$ cat src/rtl/uart_16550_tx_serializer_if.sv
// Tx serializer bus bundle: FIFO head, LCR and baud strobe in; pop, SOUT and status out.
// master = FIFO/register side, slave = serializer.
interface uart_16550_tx_serializer_if;
    logic       Baud_Tick_i;
    logic [6:0] LCR_i;
    logic [7:0] Tx_FIFO_DAT_i;
    logic       Tx_FIFO_Empty_i;
    logic       Tx_FIFO_Pop_o;
    logic       SOUT_o;
    logic       Tx_Busy_o;
    logic       Tx_Shift_Empty_o;
    logic       Frame_Done_o;

    modport master (
        output Baud_Tick_i,
        output LCR_i,
        output Tx_FIFO_DAT_i,
        output Tx_FIFO_Empty_i,
        input  Tx_FIFO_Pop_o,
        input  SOUT_o,
        input  Tx_Busy_o,
        input  Tx_Shift_Empty_o,
        input  Frame_Done_o
    );

    modport slave (
        input  Baud_Tick_i,
        input  LCR_i,
        input  Tx_FIFO_DAT_i,
        input  Tx_FIFO_Empty_i,
        output Tx_FIFO_Pop_o,
        output SOUT_o,
        output Tx_Busy_o,
        output Tx_Shift_Empty_o,
        output Frame_Done_o
    );
endinterface

$ cat src/rtl/uart_16550_tx_serializer.sv
// UART 16550 transmit serializer: pops Tx FIFO bytes and shifts LCR-framed frames on SOUT.
// Optional UART_TX_LOOPBACK_EN adds Loopback_i / Loop_SOUT_o for MCR loopback.
module uart_16550_tx_serializer #(
    parameter int OVERSAMPLE = 16
) (
    input  logic                      WBs_CLK_i,
    input  logic                      WBs_RST_i,
`ifdef UART_TX_LOOPBACK_EN
    input  logic                      Loopback_i,
    output logic                      Loop_SOUT_o,
`endif
    uart_16550_tx_serializer_if.slave tx_if
);

    localparam int CW = $clog2(OVERSAMPLE * 2);

    localparam logic [CW-1:0] LP_BIT_LAST    = CW'(OVERSAMPLE - 1);
    localparam logic [CW-1:0] LP_STOP15_LAST = CW'((OVERSAMPLE * 3) / 2 - 1);
    localparam logic [CW-1:0] LP_STOP2_LAST  = CW'(OVERSAMPLE * 2 - 1);

    typedef enum logic [2:0] {
        S_IDLE   = 3'd0,
        S_START  = 3'd1,
        S_DATA   = 3'd2,
        S_PARITY = 3'd3,
        S_STOP   = 3'd4
    } state_t;

    state_t        r_state;
    logic [CW-1:0] r_tick_cnt;
    logic [2:0]    r_bit_cnt;
    logic [7:0]    r_shift;
    logic [1:0]    r_wls;
    logic          r_stb;
    logic          r_pen;
    logic          r_par_bit;
    logic          r_pop;
    logic          r_pop_d1;
    logic          r_busy;
    logic          r_done;
    logic          r_sout;
`ifdef UART_TX_LOOPBACK_EN
    logic          r_loop_sout;
`endif

    logic [7:0]    w_dat_mask;
    logic          w_par_bit;
    logic [CW-1:0] w_stop_last;
    logic [CW-1:0] w_tick_last;
    logic          w_tick_end;
    logic          w_bit_last;
    logic          w_pop_ok;
    logic          w_stream;
    logic          w_line;

    always_comb begin
        w_dat_mask = tx_if.Tx_FIFO_DAT_i;
        unique case (tx_if.LCR_i[1:0])
            2'b00:   w_dat_mask = {3'b000, tx_if.Tx_FIFO_DAT_i[4:0]};
            2'b01:   w_dat_mask = {2'b00, tx_if.Tx_FIFO_DAT_i[5:0]};
            2'b10:   w_dat_mask = {1'b0, tx_if.Tx_FIFO_DAT_i[6:0]};
            default: w_dat_mask = tx_if.Tx_FIFO_DAT_i;
        endcase
    end

    // EPS/stick are folded into one parity bit at capture time
    assign w_par_bit = tx_if.LCR_i[5] ? ~tx_if.LCR_i[4]
                     : (tx_if.LCR_i[4] ? ^w_dat_mask : ~^w_dat_mask);

    assign w_stop_last = !r_stb ? LP_BIT_LAST
                       : ((r_wls == 2'b00) ? LP_STOP15_LAST : LP_STOP2_LAST);

    assign w_tick_last = (r_state == S_STOP) ? w_stop_last : LP_BIT_LAST;
    assign w_tick_end  = tx_if.Baud_Tick_i && (r_tick_cnt == w_tick_last);
    assign w_bit_last  = (r_bit_cnt == {1'b1, r_wls});
    assign w_pop_ok    = !tx_if.Tx_FIFO_Empty_i && !r_pop && !r_pop_d1;

    always_comb begin
        w_stream = 1'b1;
        unique case (r_state)
            S_START:  w_stream = 1'b0;
            S_DATA:   w_stream = r_shift[0];
            S_PARITY: w_stream = r_par_bit;
            default:  w_stream = 1'b1;
        endcase
    end

    assign w_line = ~tx_if.LCR_i[6] & w_stream;

    always_ff @(posedge WBs_CLK_i) begin
        if (WBs_RST_i) begin
            r_state    <= S_IDLE;
            r_tick_cnt <= '0;
            r_bit_cnt  <= '0;
            r_shift    <= '0;
            r_wls      <= '0;
            r_stb      <= 1'b0;
            r_pen      <= 1'b0;
            r_par_bit  <= 1'b0;
            r_pop      <= 1'b0;
            r_pop_d1   <= 1'b0;
            r_busy     <= 1'b0;
            r_done     <= 1'b0;
            r_sout     <= 1'b1;
`ifdef UART_TX_LOOPBACK_EN
            r_loop_sout <= 1'b1;
`endif
        end else begin
            r_pop    <= 1'b0;
            r_done   <= 1'b0;
            r_pop_d1 <= r_pop;

`ifdef UART_TX_LOOPBACK_EN
            r_sout      <= Loopback_i ? 1'b1 : w_line;
            r_loop_sout <= Loopback_i ? w_line : 1'b1;
`else
            r_sout <= w_line;
`endif

            if (r_state != S_IDLE && tx_if.Baud_Tick_i) begin
                r_tick_cnt <= w_tick_end ? '0 : r_tick_cnt + 1'b1;
            end

            unique case (r_state)
                S_IDLE: begin
                    if (w_pop_ok) begin
                        r_pop      <= 1'b1;
                        r_shift    <= w_dat_mask;
                        r_wls      <= tx_if.LCR_i[1:0];
                        r_stb      <= tx_if.LCR_i[2];
                        r_pen      <= tx_if.LCR_i[3];
                        r_par_bit  <= w_par_bit;
                        r_tick_cnt <= '0;
                        r_bit_cnt  <= '0;
                        r_busy     <= 1'b1;
                        r_state    <= S_START;
                    end
                end
                S_START: begin
                    if (w_tick_end) begin
                        r_state <= S_DATA;
                    end
                end
                S_DATA: begin
                    if (w_tick_end) begin
                        r_shift <= {1'b0, r_shift[7:1]};
                        if (w_bit_last) begin
                            r_bit_cnt <= '0;
                            r_state   <= r_pen ? S_PARITY : S_STOP;
                        end else begin
                            r_bit_cnt <= r_bit_cnt + 3'd1;
                        end
                    end
                end
                S_PARITY: begin
                    if (w_tick_end) begin
                        r_state <= S_STOP;
                    end
                end
                S_STOP: begin
                    if (w_tick_end) begin
                        r_done  <= 1'b1;
                        r_busy  <= 1'b0;
                        r_state <= S_IDLE;
                    end
                end
                default: begin
                    r_busy  <= 1'b0;
                    r_state <= S_IDLE;
                end
            endcase
        end
    end

    assign tx_if.Tx_FIFO_Pop_o    = r_pop;
    assign tx_if.SOUT_o           = r_sout;
    assign tx_if.Tx_Busy_o        = r_busy;
    assign tx_if.Frame_Done_o     = r_done;
    assign tx_if.Tx_Shift_Empty_o = (r_state == S_IDLE) & tx_if.Tx_FIFO_Empty_i;
`ifdef UART_TX_LOOPBACK_EN
    assign Loop_SOUT_o            = r_loop_sout;
`endif

endmodule

$ cat src/flat_wrapper.sv
// flat-port wrapper written by rule: the top's interface ports become plain ports
module uart_16550_tx_serializer_flat 
#(
    parameter int OVERSAMPLE = 16
)
  (WBs_CLK_i, WBs_RST_i, tx_if_Baud_Tick_i, tx_if_LCR_i, tx_if_Tx_FIFO_DAT_i, tx_if_Tx_FIFO_Empty_i, tx_if_Tx_FIFO_Pop_o, tx_if_SOUT_o, tx_if_Tx_Busy_o, tx_if_Tx_Shift_Empty_o, tx_if_Frame_Done_o);
  uart_16550_tx_serializer_if tx_if_i ();
  input  logic WBs_CLK_i;
  input  logic WBs_RST_i;
  input wire logic [$bits(tx_if_i.Baud_Tick_i)-1:0] tx_if_Baud_Tick_i;
  input wire logic [$bits(tx_if_i.LCR_i)-1:0] tx_if_LCR_i;
  input wire logic [$bits(tx_if_i.Tx_FIFO_DAT_i)-1:0] tx_if_Tx_FIFO_DAT_i;
  input wire logic [$bits(tx_if_i.Tx_FIFO_Empty_i)-1:0] tx_if_Tx_FIFO_Empty_i;
  output wire logic [$bits(tx_if_i.Tx_FIFO_Pop_o)-1:0] tx_if_Tx_FIFO_Pop_o;
  output wire logic [$bits(tx_if_i.SOUT_o)-1:0] tx_if_SOUT_o;
  output wire logic [$bits(tx_if_i.Tx_Busy_o)-1:0] tx_if_Tx_Busy_o;
  output wire logic [$bits(tx_if_i.Tx_Shift_Empty_o)-1:0] tx_if_Tx_Shift_Empty_o;
  output wire logic [$bits(tx_if_i.Frame_Done_o)-1:0] tx_if_Frame_Done_o;
  assign tx_if_i.Baud_Tick_i = tx_if_Baud_Tick_i;
  assign tx_if_i.LCR_i = tx_if_LCR_i;
  assign tx_if_i.Tx_FIFO_DAT_i = tx_if_Tx_FIFO_DAT_i;
  assign tx_if_i.Tx_FIFO_Empty_i = tx_if_Tx_FIFO_Empty_i;
  assign tx_if_Tx_FIFO_Pop_o = tx_if_i.Tx_FIFO_Pop_o;
  assign tx_if_SOUT_o = tx_if_i.SOUT_o;
  assign tx_if_Tx_Busy_o = tx_if_i.Tx_Busy_o;
  assign tx_if_Tx_Shift_Empty_o = tx_if_i.Tx_Shift_Empty_o;
  assign tx_if_Frame_Done_o = tx_if_i.Frame_Done_o;
  uart_16550_tx_serializer #(.OVERSAMPLE(OVERSAMPLE)) u_core (.WBs_CLK_i(WBs_CLK_i), .WBs_RST_i(WBs_RST_i), .tx_if(tx_if_i));
endmodule
$ cat config.mk
export PLATFORM = sky130hd
export DESIGN_NAME = uart_16550_tx_serializer_flat
export DESIGN_NICKNAME = d
export VERILOG_FILES = /design/src/rtl/uart_16550_tx_serializer_if.sv /design/src/rtl/uart_16550_tx_serializer.sv /design/src/flat_wrapper.sv
export SDC_FILE = /design/constraint.sdc
export NUM_CORES = 1
export LEC_CHECK = 0
export BUFFER_PORTS_ARGS = -buffer_cell sky130_fd_sc_hd__buf_4
export CORE_MARGIN = 3
export CORE_UTILIZATION = 58
export CTS_BUF_LIST = sky130_fd_sc_hd__clkbuf_8
export DETAILED_ROUTE_END_ITERATION = 7
export MAX_ROUTING_LAYER = met4
export PLACE_DENSITY = 0.85
export RECOVER_POWER = 25
export SYNTH_ARGS = -nofsm -noshare
export SYNTH_HDL_FRONTEND = slang
export SYNTH_SLANG_ARGS = --single-unit
$ cat constraint.sdc
create_clock -name WBs_CLK_i -period 3.3 [get_ports WBs_CLK_i]
set_clock_uncertainty 0.2 [all_clocks]
set_input_delay 0.495 -clock WBs_CLK_i [delete_from_list [all_inputs] [get_ports WBs_CLK_i]]
set_output_delay 0.495 -clock WBs_CLK_i [all_outputs]
set_load 0.02 [all_outputs]
Yosys cells after proc, flatten, opt, wreduce, memory -nomap -nowiden
Cells that the tools add are included.
Word-level totals
  logic and storage cells: 88
  input bits: 19
  bits in registers: 29
Cells by class
  reductions and logical operators: 21
  eq/ne operators: 14
  add/subtract/negate cells: 2
  multiplexer cells: 31
  bitwise logic cells: 7
Operators by type and width (number)
  $mux W3: 10
  $mux W5: 6
  $pmux W8 S3: 1
  $mux W8: 2
  $pmux W8 S2: 1
  $pmux W3 S5: 1
  $ne A2 B1 Y1 const B: 6
  $reduce_xnor A8 Y1: 1
  $reduce_xor A8 Y1: 1
  $eq A3 B2 Y1 const B: 2
  $mux W1: 6
  $pmux W1 S3: 2
  $pmux W3 S2: 1
  $reduce_and A3 Y1: 2
  $reduce_and A6 Y1: 1
  $add A5 B1 Y5 const B: 1
  $eq A5 B5 Y1: 1
  $not A1 Y1: 5
  $logic_and A1 B1 Y1: 4
  $logic_not A2 Y1: 2
  $mux W4: 1
  $reduce_or A2 Y1: 2
  $add A3 B1 Y3 const B: 1
  $eq A3 B1 Y1 const B: 1
  other kinds (11): 14

Depth between registers and ports, before layout
Gate-level depths: netlist of run 1.
  depth after elaboration: 10
  depth in mapped cells: 7
  gate-level depth less buffers: 5

Least setup slack after synthesis of run 1
OpenSTA, ideal clock, no wires.
  path type: reg-to-reg
  from: register u_core.r_state[0]
  to: register u_core.r_bit_cnt[2]
  setup slack: 1022 ps
  data required time: 2983 ps
  clock period less this slack: 2278 ps
  arrival time: 1960 ps
  stages on the path, launching flop included: 7
  setup time: 117 ps
  cell sequence: dfxtp_1 > buf_6 > nand4bb_4 > or4_4 > a2111oi_4 > o22ai_1 > a32o_1
Between the ends
  word-level cells in the longest chain between the ends: 6
  elaborated cells on any way between the ends: 11
  classes of those cells: 5 x eq/ne; 2 x mux; 4 x reduce/logical
RTL lines
  from (decl): RTL line uart_16550_tx_serializer.sv:29  | state_t r_state;
  from (signal assigned): RTL line uart_16550_tx_serializer.sv:149  | r_state <= r_pen ? S_PARITY : S_STOP;
  $eq A3 B3 Y1: RTL line uart_16550_tx_serializer.sv:73  | assign w_tick_last = (r_state == S_STOP) ? w_stop_last : LP_BIT_LAST;
  $mux W5: RTL line uart_16550_tx_serializer.sv:73
  $eq A5 B5 Y1: RTL line uart_16550_tx_serializer.sv:74  | assign w_tick_end = tx_if.Baud_Tick_i && (r_tick_cnt == w_tick_last);
  $logic_and A1 B1 Y1: RTL line uart_16550_tx_serializer.sv:74
  $ne A2 B1 Y1 (no line)
  $reduce_and A3 Y1 (no line)
  to (signal assigned): RTL line uart_16550_tx_serializer.sv:151  | r_bit_cnt <= r_bit_cnt + 3'd1;
  to (decl): RTL line uart_16550_tx_serializer.sv:31  | logic [2:0] r_bit_cnt;
Several ways; a longest one is shown, not always the timed one.
A chain may end at the register's enable or synchronous reset.

Worst setup path in the final report of run 1
  from: register u_core.r_state[1]
  to: register u_core.r_bit_cnt[2]
Same word-level chain as after synthesis.

==> flow_summary.ini, run 1 <==
[placed_design]
dp_slack_ns = 0.804
place_congestion = 0.812
dpl.hpwl_um = 2650
io_buffers = 23
dp_cells = 237
placed_area_um2 = 1750

[floorplan]
pin_count = 24
die_x_um = 58.2
rows = 18
start_util = 0.626
die_h_um = 58.2
core_area_um2 = 2520
die_area_um2 = 3380

[drt]
wl_per_cell_um = 14.8
drc = 0
ant_nets = 0
num_vias = 1504
vias_per_cell = 6.16
drtIter0Drc = 78
wirelength_um = 3610
drtPass1Iterations = 4

[worst_setup_path]
path_cells = nand4bb_4 > or4_4 > a2111oi_4 > o22ai_1 > a32o_1
crit_start = u_core.r_state[1]$_SDFFE_PP0P_
critPathCaptureType = flop
max_stage_delay_ns = 0.63
path_class = reg2reg
r2r-start = u_core.r_state[1]$_SDFFE_PP0P_
critPathLaunchType = flop
reg2reg_depth = 5
cp.arrival_ns = 2.52
path_max_fanout = 12
regToRegSetupSlack_ns = 0.75
critPathSlowestCell = a2111oi_4
crit_required_ns = 3.27

[clocking]
clk_pin_slew_worst_paths_ns = 0.06
cts_buffers = 5
htree_levels = 2
cts_hold_buf = 0
clk_latency_ns = 0.28
cts_sinks = 29
cts_tree = done
cts_resized = 0
root_buffer = clkbuf_8
cts_buffer_depth = 2
cts_setup_buffers = 0

[timing]
maxSlewViolCount = 0
setup_viol = 0
worst_slack_ns = 0.754
slew_headroom = 0.354
worst_pin_slew_ns = 0.970
tns_ns = 0
layout_min_cycle_time_ns = 2.55
max_freq_ghz = 0.393
finalHoldViolations = 0
timing.final.crit_share = 0.772
rsz0062_at_grt = no

[logic_synthesis]
synthCells = 193
synth_top_area_share = 0.368
ys.flop_type = dfxtp_1
ys_ff_latch = 29
async_flop_share = 0
synth_edf_count = 0
synth_cell_types = 41
synth_area_leaders = dfxtp_1 37%, nand2_1 8.8%, a311oi_1 4.4%, nor3_1 4.4%, a21oi_1 4.1%
syn_area_um2 = 1580
yosysSeqAreaShare = 0.368
syn-num-nets = 214
avgSynthCellArea_um2 = 8.18
synth_top_area_cell = dfxtp_1
synth_warnings = 0

[power]
powerDensity_nw_per_um2 = 533
ir_drop_v = 0.000416
power_leakage_nw = 0.667
p_total_uw = 969

[layout]
finalInstanceArea_um2 = 1820
final_layout_size_suffix_gt1_frac = 0.140
final_cell_mix = 37 x nand2_1, 29 x dfxtp_1, 19 x buf_4
final_cells = 244
synthToLayoutAreaGrowth_pct = 15.1
layout_commonest_cell = nand2_1
nFillCells = 213
diodes = 0
nNetsFinal = 235

[min_path]
hold_depth = 2
hold_path.class = in2reg
min_from = tx_if_LCR_i[6]

[flow_run]
drv_cap = 0

[global_route]
gr-total-overflow = 0
grt_antenna_before_repair = 0
grt.total_usage = 0.244
grt_max_degree = 23
grt_pass1_wl_um = 6140
first_global_vias = 1438

[run_status]
run_status = completed
[where the power goes]
group,switching (mW),internal [mW],leakage (nW)
logic,0.151,0.106,0.382
clock network,0.123,0.162,0.0485
registers,0.0379,0.390,0.237
total,0.311,0.658,0.667
[worst max-delay path, delay by kind of cell, from the launching register on]
| kind | cells | cell delay, ns |
|---|---|---|
| flip-flops | 1 | 0.41 |
| AO/OA/AOI/OAI | 3 | 1.05 |
| AND/OR/NAND/NOR | 2 | 0.77 |
[routing by layer]
layer	vias to the layer above	global-route usage	routed length, µm
met4	0	0.113	80
li1	741	-	-
met5	-	-	0
met2	53	0.385	1740
met3	10	0.0780	253
met1	700	0.281	1530
[area by class of cell]
cell class	count	area, µm²	share of cell area
multi-input cells	150	936	0.515
flip-flops and latches	29	581	0.320
repair buffers	24	161	0.0888
clock buffers	6	82.6	0.0455
well taps	30	37.5	0.0207
inverters	4	15.0	0.00826
clock inverters	1	3.75	0.00207
[synth_stat cells, drive strengths merged (3+ instances only)]
master	number
nor2	8
xnor2	5
and2	4
o21ai	5
clkbuf	6
a311oi	9
nor3	14
a31oi	4
nand2	37
inv	4
nand3	10
dfxtp	29
buf	4
xor2	3
nand4	3
a21oi	14
or3	3
nand2b	5
[sequential cells by signal, summed over array words and instances, names as in the netlist]
| register | cells |
|---|---|
| u_core.r_shift | 8 |
| u_core.r_tick_cnt | 5 |
| u_core.r_bit_cnt | 3 |
| u_core.r_state | 3 |
| u_core.r_wls | 2 |
| u_core.r_par_bit | 1 |
| u_core.r_pen | 1 |
| u_core.r_pop_d1 | 1 |
| u_core.r_stb | 1 |
| u_core.tx_if.Frame_Done_o | 1 |
| u_core.tx_if.SOUT_o | 1 |
| u_core.tx_if.Tx_Busy_o | 1 |
| u_core.tx_if.Tx_FIFO_Pop_o | 1 |
[cells by family (layout without fill, tap and decap cells)]
family | after synthesis | count (layout) | share of synthesized area
xor gates and xnor gates | 9 | 9 | 0.0586
and+or+nand+nor | 94 | 94 | 0.303
AOI/OAI and AO/OA | 43 | 43 | 0.202
muxes | 2 | 2 | 0.0127
DFF | 29 | 29 | 0.368
buffers and inverters | 14 | 35 | 0.0396
adders and majority gates | 2 | 2 | 0.0158
[final timing paths]
check                                                         to
worst max-delay path            u_core.r_bit_cnt[2]$_SDFFE_PP0P_
worst min-delay path              u_core.tx_if.SOUT_o$_SDFF_PP1_
worst max register to register  u_core.r_bit_cnt[2]$_SDFFE_PP0P_
worst min register to register        u_core.r_pop_d1$_SDFF_PP0_
[metrics by stage]
step                      hold WS (ns)   util
after global placement           0.264  0.693
after CTS                        0.204  0.728
after detailed placement         0.278  0.693
final                            0.210  0.720
after floorplan                  0.249      -
after global routing             0.210  0.720
Power figures use the tool's default switching activity.
==> inputs of run 2 (changes only) <==
clock period = 2.6 ns   (was 3.3 ns; I/O delays follow)
==> run 2 against run 1 <==
Against the previous run: core utilization increased by 2.1 points; critical path depth unchanged; worst hold slack got worse by 0.099 ns; global-route usage increased by 0.13 points; routed wire length increased by 3.4%; first-iteration DRC count decreased by 6.4%; setup slack got worse by 0.57 ns; flip-flop and latch count unchanged; non-clock buffer count increased by 8; largest cell class unchanged; cell count increased by 3.3%; combinational power increased by 33%; register-to-register slack got worse by 0.57 ns.
==> flow_summary.ini, run 2 (same netlist as run 1, synthesis figures left out) <==
[floorplan]
rows = 18
pin_count = 24
core_area_um2 = 2520
die_x_um = 58.2
start_util = 0.626
die_h_um = 58.2
die_area_um2 = 3380

[timing]
slew_headroom = 0.705
finalHoldViolations = 0
max_freq_ghz = 0.413
layout_min_cycle_time_ns = 2.42
tns_ns = 0
timing.final.crit_share = 0.931
whs_ns = 0.111
setup_viol = 0
worst_pin_slew_ns = 0.439
maxSlewViolCount = 0
rsz0062_at_grt = no

[clocking]
clk_latency_ns = 0.27
clk_pin_slew_worst_paths_ns = 0.06
cts_resized = 0
root_buffer = clkbuf_8
cts_hold_buf = 0
cts_buffer_depth = 2
cts_sinks = 29
cts_tree = done
htree_levels = 2
cts_setup_buffers = 0
cts_buffers = 5

[drt]
drc = 0
wl_per_cell_um = 14.8
vias_per_cell = 6.15
drtPass1Iterations = 4
num_vias = 1550
ant_nets = 0
drtIter0Drc = 73
wirelength_um = 3730

[worst_setup_path]
critPathCaptureType = flop
crit_required_ns = 2.54
max_stage_delay_ns = 0.53
critPathSlowestCell = dfxtp_1
path_cells = nand4bb_4 > or4_4 > a2111o_1 > nand2_1 > a311oi_1
path_max_fanout = 10
cp.arrival_ns = 2.36
path_class = reg2reg
critPathLaunchType = flop

[placed_design]
placed_area_um2 = 1810
place_congestion = 0.894
io_buffers = 23
dpl.hpwl_um = 2840

[layout]
nNetsFinal = 243
reg_top3 = u_core.r_shift (8), u_core.r_tick_cnt (5)
largest_reg_flops = 8
nFillCells = 200
layout_commonest_cell = nand2_1
synthToLayoutAreaGrowth_pct = 18.4
final_layout_size_suffix_gt1_frac = 0.162
multi_input_area_um2 = 936
diodes = 0
largest-register = u_core.r_shift
final_cell_mix = 37 x nand2_1, 29 x dfxtp_1, 25 x buf_4
finalInstanceArea_um2 = 1870
regArea_um2 = 581

[power]
powerDensity_nw_per_um2 = 663
clock_power_share = 0.293
intPower_uw = 843
ir_drop_v = 0.000613
p_sw_frac = 0.320
p_comb_frac = 0.275
seqPwrFrac = 0.432
power_leakage_nw = 0.698
p_sw_uw = 396

[global_route]
gr-total-overflow = 0
grt_antenna_before_repair = 0
grt_pass1_wl_um = 6220
grt_max_degree = 23
grt.total_usage = 0.245
first_global_vias = 1478

[min_path]
hold_path.class = in2reg

[run_status]
run_status = completed

[flow_run]
drv_cap = 0
[run 2: metal layers]
metal | global-route usage | vias up | part of all wire
li1 | - | 762 | -
met1 | 0.286 | 723 | 0.42
met2 | 0.394 | 53 | 0.48
met3 | 0.0780 | 12 | 0.071
met4 | 0.0927 | 0 | 0.026
met5 | - | - | 0
[run 2: power groups by stage]
stage,Combinational [mW],Sequential [mW],Clock (mW)
global placement,0.342,0.541,0
CTS,0.354,0.535,0.363
global route,0.376,0.542,0.392
floorplan,0.245,0.536,0
detailed placement,0.353,0.544,0
finish,0.341,0.536,0.362
[run 2: metrics by stage]
step | utilization | std cells | worst slack, ns | power [mW]
floorplan | - | 193 | 0.322 | 0.781
global placement | 0.717 | 245 | 0.300 | 0.883
detailed placement | 0.717 | 245 | 0.206 | 0.897
CTS | 0.751 | 252 | 0.199 | 1.25
global route | 0.741 | 252 | 0.0752 | 1.31
finish | 0.741 | 252 | 0.180 | 1.24
[run 2: worst paths after layout]
path	startpoint	to	slack [ns]	cells past startpoint
setup / recovery	u_core.r_state[2]$_SDFFE_PP0P_	u_core.r_shift[3]$_SDFFE_PP0P_	0.18	5
hold / removal	tx_if_LCR_i[6]	u_core.tx_if.SOUT_o$_SDFF_PP1_	0.11	2
setup reg to reg	u_core.r_state[2]$_SDFFE_PP0P_	u_core.r_shift[3]$_SDFFE_PP0P_	0.18	5
hold reg to reg	u_core.r_pen$_SDFFE_PP0P_	u_core.r_pen$_SDFFE_PP0P_	0.28	2
[run 2: critical path, delay by kind of cell (launching register included)]
kind | cells | cell delay [ns]
AND/OR/NAND/NOR | 3 | 0.90
AO/OA/AOI/OAI | 2 | 0.64
flip-flops | 1 | 0.53
[run 2: cell type report]
cell class	instances	share of cell area
multi-input cells	150	0.501
flip-flops and latches	29	0.311
repair buffers	32	0.114
clock buffers	6	0.0442
well taps	30	0.0201
inverters	4	0.00803
clock inverters	1	0.00201
==> inputs of run 3 (changes only) <==
--- a/config.mk
+++ b/config.mk
@@ -9,7 +9,7 @@
 export CORE_MARGIN = 3
-export CORE_UTILIZATION = 58
-export CTS_BUF_LIST = sky130_fd_sc_hd__clkbuf_8
+export CORE_UTILIZATION = 56
+export CTS_BUF_LIST = sky130_fd_sc_hd__clkbuf_16
 export DETAILED_ROUTE_END_ITERATION = 7
 export MAX_ROUTING_LAYER = met4
-export PLACE_DENSITY = 0.85
+export PLACE_DENSITY = 0.83
 export RECOVER_POWER = 25
==> constraint.sdc (replaced) <==
create_clock -name WBs_CLK_i -period 2.6 [get_ports WBs_CLK_i]
set_clock_uncertainty 0.2 [all_clocks]
set_input_delay 0.52 -clock WBs_CLK_i [delete_from_list [all_inputs] [get_ports WBs_CLK_i]]
set_output_delay 0.52 -clock WBs_CLK_i [all_outputs]
set_load 0.02 [all_outputs]
==> run 3 against run 2 <==
Against the previous run: fmax decreased by 0.63%; global-route usage is 0.85 points higher; register-to-register slack got worse by 0.02 ns; final area grew 3.0%; largest power group unchanged.
==> flow_summary.ini, run 3 (same netlist as run 1, synthesis figures left out) <==
[layout]
synthToLayoutAreaGrowth_pct = 21.9
final_cell_mix = 37 x nand2_1, 29 x dfxtp_1, 26 x buf_4
nNetsFinal = 243
layout_commonest_cell = nand2_1
largest-register = u_core.r_shift
largest_reg_flops = 8
reg_top3 = u_core.r_shift (8), u_core.r_tick_cnt (5)
finalInstanceArea_um2 = 1930
final_layout_size_suffix_gt1_frac = 0.170
diodes = 0

[min_path]
hold_depth = 2
hold_path.class = reg2reg

[drt]
drc = 0
drtPass1Iterations = 5
vias_per_cell = 6.32
wl_per_cell_um = 15.7
wirelength_um = 3980
drtIter0Drc = 119
num_vias = 1599
ant_nets = 0

[global_route]
grt_max_degree = 23
first_global_vias = 1506
grt_antenna_before_repair = 0
gr-total-overflow = 0
grt_pass1_wl_um = 6500
grt.total_usage = 0.254

[worst_setup_path]
crit_required_ns = 2.59
crit_family = simple AND/OR/NAND/NOR gates
critPathLaunchType = flop
regToRegSetupSlack_ns = 0.16
cp.arrival_ns = 2.43
critPathCaptureType = flop
critPathSlowestCell = or4_4
crit_cells = 5
path_max_fanout = 11
path_class = reg2reg
path_cells = nand4bb_4 > or4_4 > a211o_1 > or3_1 > a31oi_1
max_stage_delay_ns = 0.47
reg2reg_depth = 5
crit_buf_inv = 0

[timing]
layout_min_cycle_time_ns = 2.44
rsz0062_at_grt = no
slew_headroom = 0.339
setup_viol = 0
maxSlewViolCount = 0
max_freq_ghz = 0.411
timing.final.crit_share = 0.937
worst_pin_slew_ns = 0.991
tns_ns = 0
finalHoldViolations = 0

[clocking]
clk_latency_ns = 0.27
root_buffer = clkbuf_16
cts_buffer_depth = 2
cts_buffers = 5
cts_sinks = 29
clk_pin_slew_worst_paths_ns = 0.05
cts_setup_buffers = 0
cts_resized = 0
htree_levels = 2
cts_tree = done
cts_hold_buf = 0

[placed_design]
io_buffers = 23
placed_area_um2 = 1810
dpl.hpwl_um = 2930
place_congestion = 0.929

[floorplan]
die_area_um2 = 3490
die_x_um = 59.1
rows = 18
start_util = 0.615
die_h_um = 59.1
pin_count = 24
core_area_um2 = 2570

[flow_run]
drv_cap = 0

[power]
powerDensity_nw_per_um2 = 743
ir_drop_v = 0.000643
power_leakage_nw = 0.730

[run_status]
run_status = completed
run 3: cell types whose count changed in the layout (fill, tap and decap cells not counted), sizes merged:
cell / change
clkinv: +2
buf: +1
clkbuf: -2
run 3: through the flow:
| stage | instances | hold WS, ns | total power, mW | utilization | setup slack [ns] |
|---|---|---|---|---|---|
| after floorplan | 193 | 0.249 | 0.781 | - | 0.322 |
| after CTS | 253 | 0.284 | 1.44 | 0.759 | 0.178 |
| final | 253 | 0.278 | 1.43 | 0.750 | 0.164 |
| after detailed placement | 245 | 0.276 | 0.910 | 0.705 | 0.187 |
| after global placement | 245 | 0.262 | 0.890 | 0.705 | 0.285 |
| after global routing | 253 | 0.288 | 1.50 | 0.750 | 0.0542 |
run 3: layout make-up:
type,instances,area [µm²]
clock buffer,5,125
tap,30,37.5
inverter,4,15.0
fill,202,642
clock inverter,3,13.8
sequential,29,581
multi-input combinational,150,936
timing repair buffer,32,218
run 3: worst paths after layout:
path / start / end
worst min register to register: u_core.r_tick_cnt[1]$_SDFF_PP0_ / u_core.r_tick_cnt[1]$_SDFF_PP0_
worst max-delay path: u_core.r_state[0]$_SDFFE_PP0P_ / u_core.r_state[0]$_SDFFE_PP0P_
worst max register to register: u_core.r_state[0]$_SDFFE_PP0P_ / u_core.r_state[0]$_SDFFE_PP0P_
worst min-delay path: u_core.r_tick_cnt[1]$_SDFF_PP0_ / u_core.r_tick_cnt[1]$_SDFF_PP0_
run 3: where the power goes:
part	total [mW]	internal (mW)	switching (mW)
Clock	0.531	0.346	0.186
Sequential	0.535	0.496	0.0394
Combinational	0.364	0.151	0.213
Total	1.43	0.992	0.438
run 3: worst register-to-register path: stages (launching register included):
cell and delay (ns):
dfxtp_1 0.38, nand4bb_4 0.25, or4_4 0.47, a211o_1 0.46, or3_1 0.41, a31oi_1 0.18
run 3: layer usage:
layer  GRT usage  wire length, µm  vias to the layer above  part of all wire
li1            -                -                      758                 -
met5           -                0                        -                 0
met1       0.290             1640                      750              0.41
met3      0.0654              290                       18             0.073
met4       0.133              134                        0             0.034
met2       0.407             1920                       73              0.48
